--- src/rtl/alu_exec_if.sv ---
// alu_exec_if: request/result bus between instruction decode and the ALU execution stage
//   master (decode side): drives start_valid, opcode, opa, opb, carry_in
//   slave  (ALU side)   : drives start_ready, dataa, carry, enaf, busy, illegal
interface alu_exec_if #(parameter int MAX_WIDTH = 8);
    logic                 start_valid;
    logic                 start_ready;
    logic [3:0]           opcode;
    logic [MAX_WIDTH-1:0] opa;
    logic [MAX_WIDTH-1:0] opb;
    logic                 carry_in;
    logic [MAX_WIDTH-1:0] dataa;
    logic                 carry;
    logic                 enaf;
    logic                 busy;
    logic                 illegal;
    modport master (
        output start_valid, opcode, opa, opb, carry_in,
        input  start_ready, dataa, carry, enaf, busy, illegal
    );
    modport slave (
        input  start_valid, opcode, opa, opb, carry_in,
        output start_ready, dataa, carry, enaf, busy, illegal
    );
endinterface

--- src/rtl/alu_exec_unit.sv ---
// alu_exec_unit: multi-cycle ALU stage feeding the flag register (result, carry, enaf strobe)
//   clk, rst : clock, synchronous active-high reset
//   bus      : alu_exec_if.slave -- valid/ready request in, dataa/carry/enaf/busy/illegal out
//   Define ALU_MUL_EN to build the iterative shift-add multiplier (opcode 10);
//   otherwise opcode 10 is reported as illegal like 11-15.
module alu_exec_unit #(
    parameter int MAX_WIDTH = 8
) (
    input logic      clk,
    input logic      rst,
    alu_exec_if.slave bus
);
    localparam int W = MAX_WIDTH;
    typedef enum logic [1:0] {IDLE, EXEC, DONE} state_t;
    state_t         state;
    logic [W-1:0]   a, b, dataa;
    logic [3:0]     op;
    logic [W:0]     sum, res;
    logic           carry, enaf, illegal, legal;
    assign a  = bus.opa;
    assign b  = bus.opb;
    assign op = bus.opcode;
    // ADD and ADC share one adder; carry_in only counts for ADC
    assign sum = {1'b0, a} + {1'b0, b} + {{W{1'b0}}, op == 4'd1 && bus.carry_in};
    // bit W of every single-cycle result is the carry/borrow/shift-out
    assign res = (op == 4'd0 || op == 4'd1) ? sum :
                 op == 4'd2 ? {1'b0, a} - {1'b0, b} :
                 op == 4'd3 ? {1'b0, a & b} :
                 op == 4'd4 ? {1'b0, a | b} :
                 op == 4'd5 ? {1'b0, a ^ b} :
                 op == 4'd6 ? {1'b0, ~a} :
                 op == 4'd7 ? {a, 1'b0} :
                 op == 4'd8 ? {a[0], 1'b0, a[W-1:1]} :
                 op == 4'd9 ? {1'b0, b} : '0;
    assign legal = op <= 4'd9;
`ifdef ALU_MUL_EN
    localparam int IW = (W > 2) ? $clog2(W) : 1;
    localparam logic [IW-1:0] ITER_LAST = IW'(W - 1);
    logic [2*W-1:0] acc, mcand, acc_n;
    logic [W-1:0]   mplier;
    logic [IW-1:0]  iter;
    assign acc_n = acc + (mplier[0] ? mcand : '0);
`endif
    always_ff @(posedge clk) begin
        if (rst) begin
            state   <= IDLE;
            dataa   <= '0;
            carry   <= 1'b0;
            enaf    <= 1'b0;
            illegal <= 1'b0;
        end else begin
            enaf    <= 1'b0;
            illegal <= 1'b0;
            case (state)
                IDLE: if (bus.start_valid) begin
`ifdef ALU_MUL_EN
                    if (op == 4'd10) begin
                        state  <= EXEC;
                        acc    <= '0;
                        mcand  <= {{W{1'b0}}, a};
                        mplier <= b;
                        iter   <= '0;
                    end else
`endif
                    if (legal) begin
                        state <= DONE;
                        dataa <= res[W-1:0];
                        carry <= res[W];
                        enaf  <= 1'b1;
                    end else begin
                        illegal <= 1'b1;
                    end
                end
`ifdef ALU_MUL_EN
                EXEC: begin
                    acc    <= acc_n;
                    mcand  <= mcand << 1;
                    mplier <= mplier >> 1;
                    iter   <= iter + 1'b1;
                    // the last partial product is folded in on the same edge the result is loaded
                    if (iter == ITER_LAST) begin
                        state <= DONE;
                        dataa <= acc_n[W-1:0];
                        carry <= |acc_n[2*W-1:W];
                        enaf  <= 1'b1;
                    end
                end
`endif
                default: state <= IDLE;
            endcase
        end
    end
    assign bus.start_ready = state == IDLE;
    assign bus.busy        = state != IDLE;
    assign bus.dataa       = dataa;
    assign bus.carry       = carry;
    assign bus.enaf        = enaf;
    assign bus.illegal     = illegal;
endmodule
--- src/flat_wrapper.sv ---
// flat-port wrapper written by rule: the top's interface ports become plain ports
module alu_exec_unit_flat 
#(
    parameter int MAX_WIDTH = 8
)
  (clk, rst, bus_start_valid, bus_opcode, bus_opa, bus_opb, bus_carry_in, bus_start_ready, bus_dataa, bus_carry, bus_enaf, bus_busy, bus_illegal);
  alu_exec_if #(.MAX_WIDTH(MAX_WIDTH)) bus_i ();
  input logic clk;
  input logic rst;
  input wire logic [$bits(bus_i.start_valid)-1:0] bus_start_valid;
  input wire logic [$bits(bus_i.opcode)-1:0] bus_opcode;
  input wire logic [$bits(bus_i.opa)-1:0] bus_opa;
  input wire logic [$bits(bus_i.opb)-1:0] bus_opb;
  input wire logic [$bits(bus_i.carry_in)-1:0] bus_carry_in;
  output wire logic [$bits(bus_i.start_ready)-1:0] bus_start_ready;
  output wire logic [$bits(bus_i.dataa)-1:0] bus_dataa;
  output wire logic [$bits(bus_i.carry)-1:0] bus_carry;
  output wire logic [$bits(bus_i.enaf)-1:0] bus_enaf;
  output wire logic [$bits(bus_i.busy)-1:0] bus_busy;
  output wire logic [$bits(bus_i.illegal)-1:0] bus_illegal;
  assign bus_i.start_valid = bus_start_valid;
  assign bus_i.opcode = bus_opcode;
  assign bus_i.opa = bus_opa;
  assign bus_i.opb = bus_opb;
  assign bus_i.carry_in = bus_carry_in;
  assign bus_start_ready = bus_i.start_ready;
  assign bus_dataa = bus_i.dataa;
  assign bus_carry = bus_i.carry;
  assign bus_enaf = bus_i.enaf;
  assign bus_busy = bus_i.busy;
  assign bus_illegal = bus_i.illegal;
  alu_exec_unit #(.MAX_WIDTH(MAX_WIDTH)) u_core (.clk(clk), .rst(rst), .bus(bus_i));
endmodule
--- config.mk ---
export PLATFORM = sky130hd
export DESIGN_NAME = alu_exec_unit_flat
export DESIGN_NICKNAME = d
export VERILOG_FILES = /design/src/rtl/alu_exec_if.sv /design/src/rtl/alu_exec_unit.sv /design/src/flat_wrapper.sv
export SDC_FILE = /design/constraint.sdc
export NUM_CORES = 1
export LEC_CHECK = 0
export CAP_MARGIN = 20
export CELL_PAD_IN_SITES_DETAIL_PLACEMENT = 0
export CELL_PAD_IN_SITES_GLOBAL_PLACEMENT = 1
export CORE_ASPECT_RATIO = 0.5
export CORE_MARGIN = 2
export CORE_UTILIZATION = 42
export CTS_CLUSTER_DIAMETER = 200
export CTS_CLUSTER_SIZE = 8
export DETAILED_ROUTE_END_ITERATION = 8
export GPL_ROUTABILITY_DRIVEN = 0
export PLACE_DENSITY_LB_ADDON = 0.1
export SYNTH_ARGS = -nofsm -noshare
export SYNTH_HDL_FRONTEND = slang
export SYNTH_SLANG_ARGS = --single-unit
--- constraint.sdc ---
create_clock -name clk -period 5.8 [get_ports clk]
set_input_delay 1.74 -clock clk [delete_from_list [all_inputs] [get_ports clk]]
set_output_delay 1.74 -clock clk [all_outputs]
set_load 0.03 [all_outputs]
==> key figures <==
Drt
  • Drt first pass iters: 5
  • Via-per-instance ratio: 6.228
  • DRC viols: 0
  • Antenna-violating nets left: 0
  • Via Count: 2,292
  • Max Used Layer: met4
  • Routed length per instance: 18.51 um
  • Met3 WL: 669 um
  • DR iter-0 viols: 220
  • Post-Route WL: 6.813 mm
  • Met2 wire length: 2.792 mm
  • DRT met1 WL: 3.234 mm

Finish
  • Area growth from synthesis to layout: 21.08%
  • Share of cells above drive strength 1: 5.298%
  • Final instance area: 0.002486 sq mm
  • # nets final: 354
  • # diodes: 0

Outcome
  • Status: complete, no violations

Worst hold path
  • Min-Delay Endpoint: u_core.bus.illegal$_SDFF_PP0_
  • Hold depth: 1
  • Hold crit path type: reg2reg
  • HP Start: u_core.state[1]$_SDFFE_PP0P_

Synth
  • Leading area contributor after synthesis: ha_1
  • Yosys reg bits: 12
  • Synth warn: 0
  • Commonest register cell after synthesis: dfxtp_1
  • Most frequent cell after synthesis: inv_1
  • Syn Nets: 327
  • Post-Syn Area: 0.002053 sq mm
  • Synthesized area per cell: 7.439 sq um
  • Post-synth EDFFs: 0
  • Synth unique cells: 64
  • Area contributors post-synth: ha_1 15%, dfxtp_1 12%, inv_1 4.8%, nand2b_1 3.7%, a21oi_1 3.4%
  • Ys async rst share: 0%
  • Share of the synthesized area in the top cell type: 14.63%
  • Gate Count Post-Synth: 276
  • Sequential-to-total area share from yosys stat: 11.70%
  • Post-synth top cells: 26 x inv_1, 24 x ha_1, 18 x nor2_1, 16 x nand2_1

Floorplanning
  • Full die area: 0.005498 sq mm
  • Standard-cell rows: 17
  • Die Wd: 102.9 um
  • Die H: 53.44 um
  • Core Region: 0.004552 sq mm
  • Io pins: 37
  • Initial core utilization: 45.11%

Timing
  • Worst hold slack: 0.4557 ns
  • Final setup violation count: 0
  • Setup TNS: 0 ns
  • Final min period: 4.537 ns
  • Skew final: 0.007178 ns
  • Headroom to the max-slew limit: 42.01%
  • Final period util: 78.22%
  • Final Hold Fails: 0
  • Highest Clock Rate: 220.4 MHz
  • Worst-margin pin slew: 0.8632 ns
  • RSZ-0062 raised after global routing: false
  • Final Max Tran Viols: 0

Worst setup path
  • Critical path class: in2reg
  • Delay-heaviest family, CP: compound AO/OA/AOI/OAI gates
  • Worst Path Required: 5.93 ns
  • Worst-path fanout max: 6
  • CP Capture Type: register
  • Data arrival, critical path: 4.66 ns
  • Most frequent cell on the critical path: fa_1
  • Reg2reg end: u_core.bus.dataa[5]$_SDFFE_PP0P_
  • Crit path buf inv count: 1
  • Slowest CP cell: clkdlybuf4s50_1
  • Critical path cell sequence: clkdlybuf4s50_1 -> nor3_1 -> and3_1 -> fa_1 -> fa_1 -> a21o_1 -> a21oi_1 -> o21ai_0 -> a2111oi_0 -> o31ai_1
  • R2R depth: 5
  • Worst flop-to-flop path startpoint: u_core.state[1]$_SDFFE_PP0P_
  • Reg2reg setup slack: 4.25 ns
  • Critical Path Source Type: input pin
  • Largest stage delay, worst path: 0.50 ns

Clock tree
  • Post-CTS Hold Buffers: 0
  • Setup repair bufs after CTS: 0
  • CTS tree: built
  • Clock Sinks: 12
  • Cts repair resizes: 0
  • Clock transition at the registers of the reported paths: 0.06 ns
  • Longest Clk Path Bufs: 2
  • Clk root buf: clkbuf_8
  • Clk_lat worst skew: 0.25 ns
  • Num CTS Buffers: 3
  • H-tree levels: 1

GRT
  • First-pass GRT wire length: 10.80 mm
  • Via count of the first global-routing pass: 2,043
  • GRT Total Usage: 26.41%
  • Initial antenna violation count: 0
  • Congestion Overflow GR: 0
  • Largest net degree at the start of global routing: 44

Pwr
  • Switching Power: 0.1515 mW
  • Internal power: 0.2276 mW
  • Clock power frac: 25.1%
  • Switch share: 39.95%
  • VDD IR max: 0.07002 mV
  • Combinational share of power: 50.8%
  • P per Cell Area: 152.5 mW/mm^2
  • Flop pwr share: 24.1%
  • Pleak: 1.043 nW

Job
  • Maxcap violations: 0

Place
  • Cell Area, Placed: 0.002431 sq mm
  • Hpwl dp: 5.178 mm
  • Port Buffer Count: 36
sequential cells by signal, indices dropped and copies added (netlist names):
signal and count:
u_core.state 1, u_core.bus.illegal 1, u_core.bus.enaf 1, u_core.bus.dataa 8
u_core.bus.carry 1
logic make-up (layout without fill, tap and decap cells):
family / Yosys count / after routing / synth area share (%)
flip-flops: 12 / 12 / 11.70
buffers and inverters: 45 / 71 / 9.567
XOR/XNOR: 2 / 2 / 0.8533
multiplexers: 6 / 6 / 2.986
adder cells (fa/ha/maj): 27 / 27 / 17.55
AO/OA/AOI/OAI: 99 / 99 / 35.10
AND/OR/NAND/NOR: 85 / 85 / 22.24
worst register-to-register path, cell delays in order, from the launching register on:
cell and delay (ns):
dfxtp_1 0.32, inv_1 0.09, and3_1 0.46, o21ai_0 0.17, a211oi_1 0.25, a311oi_1 0.13
per-stage QoR:
| step | cells | util, % | setup slack (ns) | power [mW] |
|---|---|---|---|---|
| 2_1_floorplan | 276 | - | 1.522 | 0.2154 |
| 3_3_place_gp | 364 | 53.41 | 1.136 | 0.2789 |
| 3_5_place_dp | 364 | 53.41 | 1.023 | 0.2811 |
| 4_1_cts | 368 | 54.62 | 1.261 | 0.3763 |
| 5_1_grt | 368 | 54.62 | 1.112 | 0.4006 |
| 6_report | 368 | 54.62 | 1.263 | 0.3791 |
metal layers:
layer | vias to the layer above | GRT usage, %
met5 | - | 0
met4 | 0 | 8.991
met3 | 16 | 5.548
met2 | 112 | 36.36
met1 | 1086 | 39.58
li1 | 1078 | -
power groups by stage:
stage / Sequential, mW / Combinational (mW) / Clock [mW]
2_1_floorplan: 0.103 / 0.112 / 0
3_3_place_gp: 0.0928 / 0.186 / 0
3_5_place_dp: 0.0928 / 0.188 / 0
4_1_cts: 0.0912 / 0.190 / 0.0956
5_1_grt: 0.0920 / 0.209 / 0.0996
6_report: 0.0912 / 0.193 / 0.0952
worst max-delay path by stage:
stage,to,slack [ns],depth (start not counted),from
after detailed placement,u_core.bus.carry$_SDFFE_PP0P_,1.02,10,bus_opcode[1]
after global placement,u_core.bus.carry$_SDFFE_PP0P_,1.14,10,bus_opcode[1]
after floorplan,u_core.bus.carry$_SDFFE_PP0P_,1.52,11,bus_opcode[0]
after global routing,u_core.bus.carry$_SDFFE_PP0P_,1.11,10,bus_opcode[1]
after CTS,u_core.bus.carry$_SDFFE_PP0P_,1.26,10,bus_opcode[1]
final,u_core.bus.carry$_SDFFE_PP0P_,1.26,10,bus_opcode[1]
cell usage in the layout (no fill, tap or decap), drive strengths merged, types with 3 or more instances in the layout:
cell / count
mux2i: 5
a221oi: 4
nand2: 16
nor2: 19
a311oi: 4
a211oi: 6
o221ai: 3
a22oi: 5
fa: 3
o31ai: 4
a21oi: 14
nand3: 6
nor2b: 5
and2: 3
clkbuf: 4
buf: 4
a21o: 7
dfxtp: 12
and3: 4
ha: 24
o21ai: 15
clkdlybuf4s50: 36
nor4: 3
nor3: 6
nand2b: 12
a31oi: 7
nor3b: 3
inv: 27
cell type report:
| class | instances | area [sq um] |
|---|---|---|
| inverters | 27 | 101.3 |
| clock buffers | 4 | 55.05 |
| well taps | 66 | 82.58 |
| multi-input cells | 219 | 1617 |
| fillers | 456 | 2066 |
| repair buffers | 40 | 390.4 |
| flip-flops and latches | 12 | 240.2 |
Power figures use the tool's default switching activity.
==> patch: new RTL, same flow settings <==
The option `ALU_MUL_EN` is turned on by a define.
--- a/src/rtl/alu_exec_unit.sv
+++ b/src/rtl/alu_exec_unit.sv
@@ -3,6 +3,8 @@
 //   bus      : alu_exec_if.slave -- valid/ready request in, dataa/carry/enaf/busy/illegal out
 //   Define ALU_MUL_EN to build the iterative shift-add multiplier (opcode 10);
 //   otherwise opcode 10 is reported as illegal like 11-15.
+`define ALU_MUL_EN
+
 module alu_exec_unit #(
     parameter int MAX_WIDTH = 8
 ) (
Function: changed (Yosys sat finds a counterexample within 4 cycles, from zero or initial values and one cycle with rst high).
==> patch against the unedited design <==
Worst setup slack improved by 6.0 ps; combinational power increased by 12%; cell area increased by 110%; area after synthesis increased by 120%; synthesized cell count increased by 80%; critical endpoint is now u_core.bus.dataa[6]; sequential cell count increased by 44; routed wire length increased by 76%; largest power group is now sequential cells; power increased to 2.6 times the old value.
==> patch: results (changes against the unedited design) <==
- LEAKAGE: 0.00202 uW (was 0.00104 uW)
- First-pass GRT wire length: 19100 um (was 10800 um)
- Drt pass-1 iters: 4 (was 5)
- Final wirelength: 12000 um (was 6810 um)
- Top pwr grp: sequential cells (was combinational logic)
- Cell area after placement: 4980 um^2 (was 2430 um^2)
- Outcome: finished clean (unchanged)
- Reg2reg end: u_core.bus.carry (was u_core.bus.dataa[5])
- Number of global-route vias before repair: 3526 (was 2043)
- Seq/Total Area, Yosys: 34.6% (was 11.7%)
- Total CTS buffers: 5 (was 3)
- CTS root buffer: clkbuf_16 (was clkbuf_8)
- Seq pwr: 444 uW (was 91.2 uW)
- Layout Skew: 4.89 ps (was 7.18 ps)
- CP startpoint: bus_opcode[0] (was bus_opcode[1])
- Top post-synthesis cells by area: edfxtp_1 29%, ha_1 11%, dfxtp_1 5.8% (was ha_1 15%, dfxtp_1 12%, inv_1 4.8%)
- Fillers: 1019 (was 456)
- Most frequent cells after synthesis: 44 x nor2_1, 43 x edfxtp_1, 41 x ha_1 (was 26 x inv_1, 24 x ha_1, 18 x nor2_1)
- Fraction of layout cells with a size suffix above 1: 7.03% (was 5.30%)
- Period utilization: 78.1% (was 78.2%)
- Max FO, Critical Path: 5 (was 6)
- Largest net degree at the start of global routing: 52 (was 44)
- Vias per cell: 5.75 (was 6.23)
- Nets: 594 (was 354)
- FF-to-FF Start: u_core.mplier[0] (was u_core.state[1])
- EDFF count, synth: 43 (was 0)
- Clock Latency Late Sink: 290 ps (was 250 ps)
- Yosys cell types: 72 (was 64)
- Worst Setup EP: u_core.bus.dataa[6] (was u_core.bus.carry)
- Syn_nets: 567 (was 327)
- P_int: 714 uW (was 228 uW)
- Maximum VDD drop: 113 uV (was 70.0 uV)
- DRT iter0 DRCs: 234 (was 220)
- Pre-CTS setup slack: 967 ps (was 1020 ps)
- P_sw: 279 uW (was 151 uW)
- Clk pwr share: 33.5% (was 25.1%)
- GRT Util Overall: 21.2% (was 26.4%)
- Slew margin rel.: 33.6% (was 42.0%)
- Register-to-Register Path Depth: 10 (was 5)
- CP arrival: 4680 ps (was 4660 ps)
- CP max stage cell: fa_1 (was clkdlybuf4s50_1)
- R2r setup slk: 2280 ps (was 4250 ps)
- Antenna cells: 0 (unchanged)
==> patch: stage by stage <==
step / utilization, % / instances / hold WS (ps)
after floorplan: - / 498 / 496
after global placement: 48.4 / 658 / 443
after detailed placement: 48.4 / 658 / 449
after CTS: 50.0 / 666 / 459
after global routing: 50.0 / 666 / 497
final: 50.0 / 666 / 456
==> patch: layout make-up <==
cell class / count / area share [%]
well taps: 140 / 3.41
inverters: 29 / 2.12
clock inverters: 2 / 0.292
multi-input cells: 389 / 52.9
repair buffers: 44 / 8.17
flip-flops and latches: 56 / 30.2
clock buffers: 6 / 2.92
==> patch: worst min path at each step <==
stage	from	endpoint	slack, ps	cells past startpoint
6_report	u_core.bus.dataa[1]	u_core.bus.dataa[1]	460	2
5_1_grt	u_core.bus.dataa[1]	u_core.bus.dataa[1]	500	2
4_1_cts	u_core.bus.dataa[1]	u_core.bus.dataa[1]	460	2
3_5_place_dp	u_core.bus.dataa[1]	u_core.bus.dataa[1]	450	2
3_3_place_gp	u_core.bus.dataa[1]	u_core.bus.dataa[1]	440	2
2_1_floorplan	u_core.mplier[1]	u_core.mplier[0]	500	2
==> patch: cells by family after synthesis <==
logic type / count (synthesis) / share of synthesized area (%)
xor gates and xnor gates: 15 / 2.93
adders and majority gates: 45 / 13.2
and+or+nand+nor: 164 / 18.6
AOI/OAI and AO/OA: 160 / 24.1
muxes: 5 / 1.45
DFF: 56 / 34.6
buffers and inverters: 53 / 4.97
==> patch: worst register-to-register path, delay by kind of cell, from the launching register on <==
| kind | cells | cell delay (ps) |
|---|---|---|
| compound gates | 6 | 1710 |
| fa+ha+maj | 2 | 620 |
| flops | 1 | 600 |
| simple gates | 2 | 450 |
==> patch: layer usage <==
metal	global-route usage (%)	routed length, um
met1	34.5	6570
met2	30.0	4860
met3	2.02	448
met4	3.49	92
met5	0	0
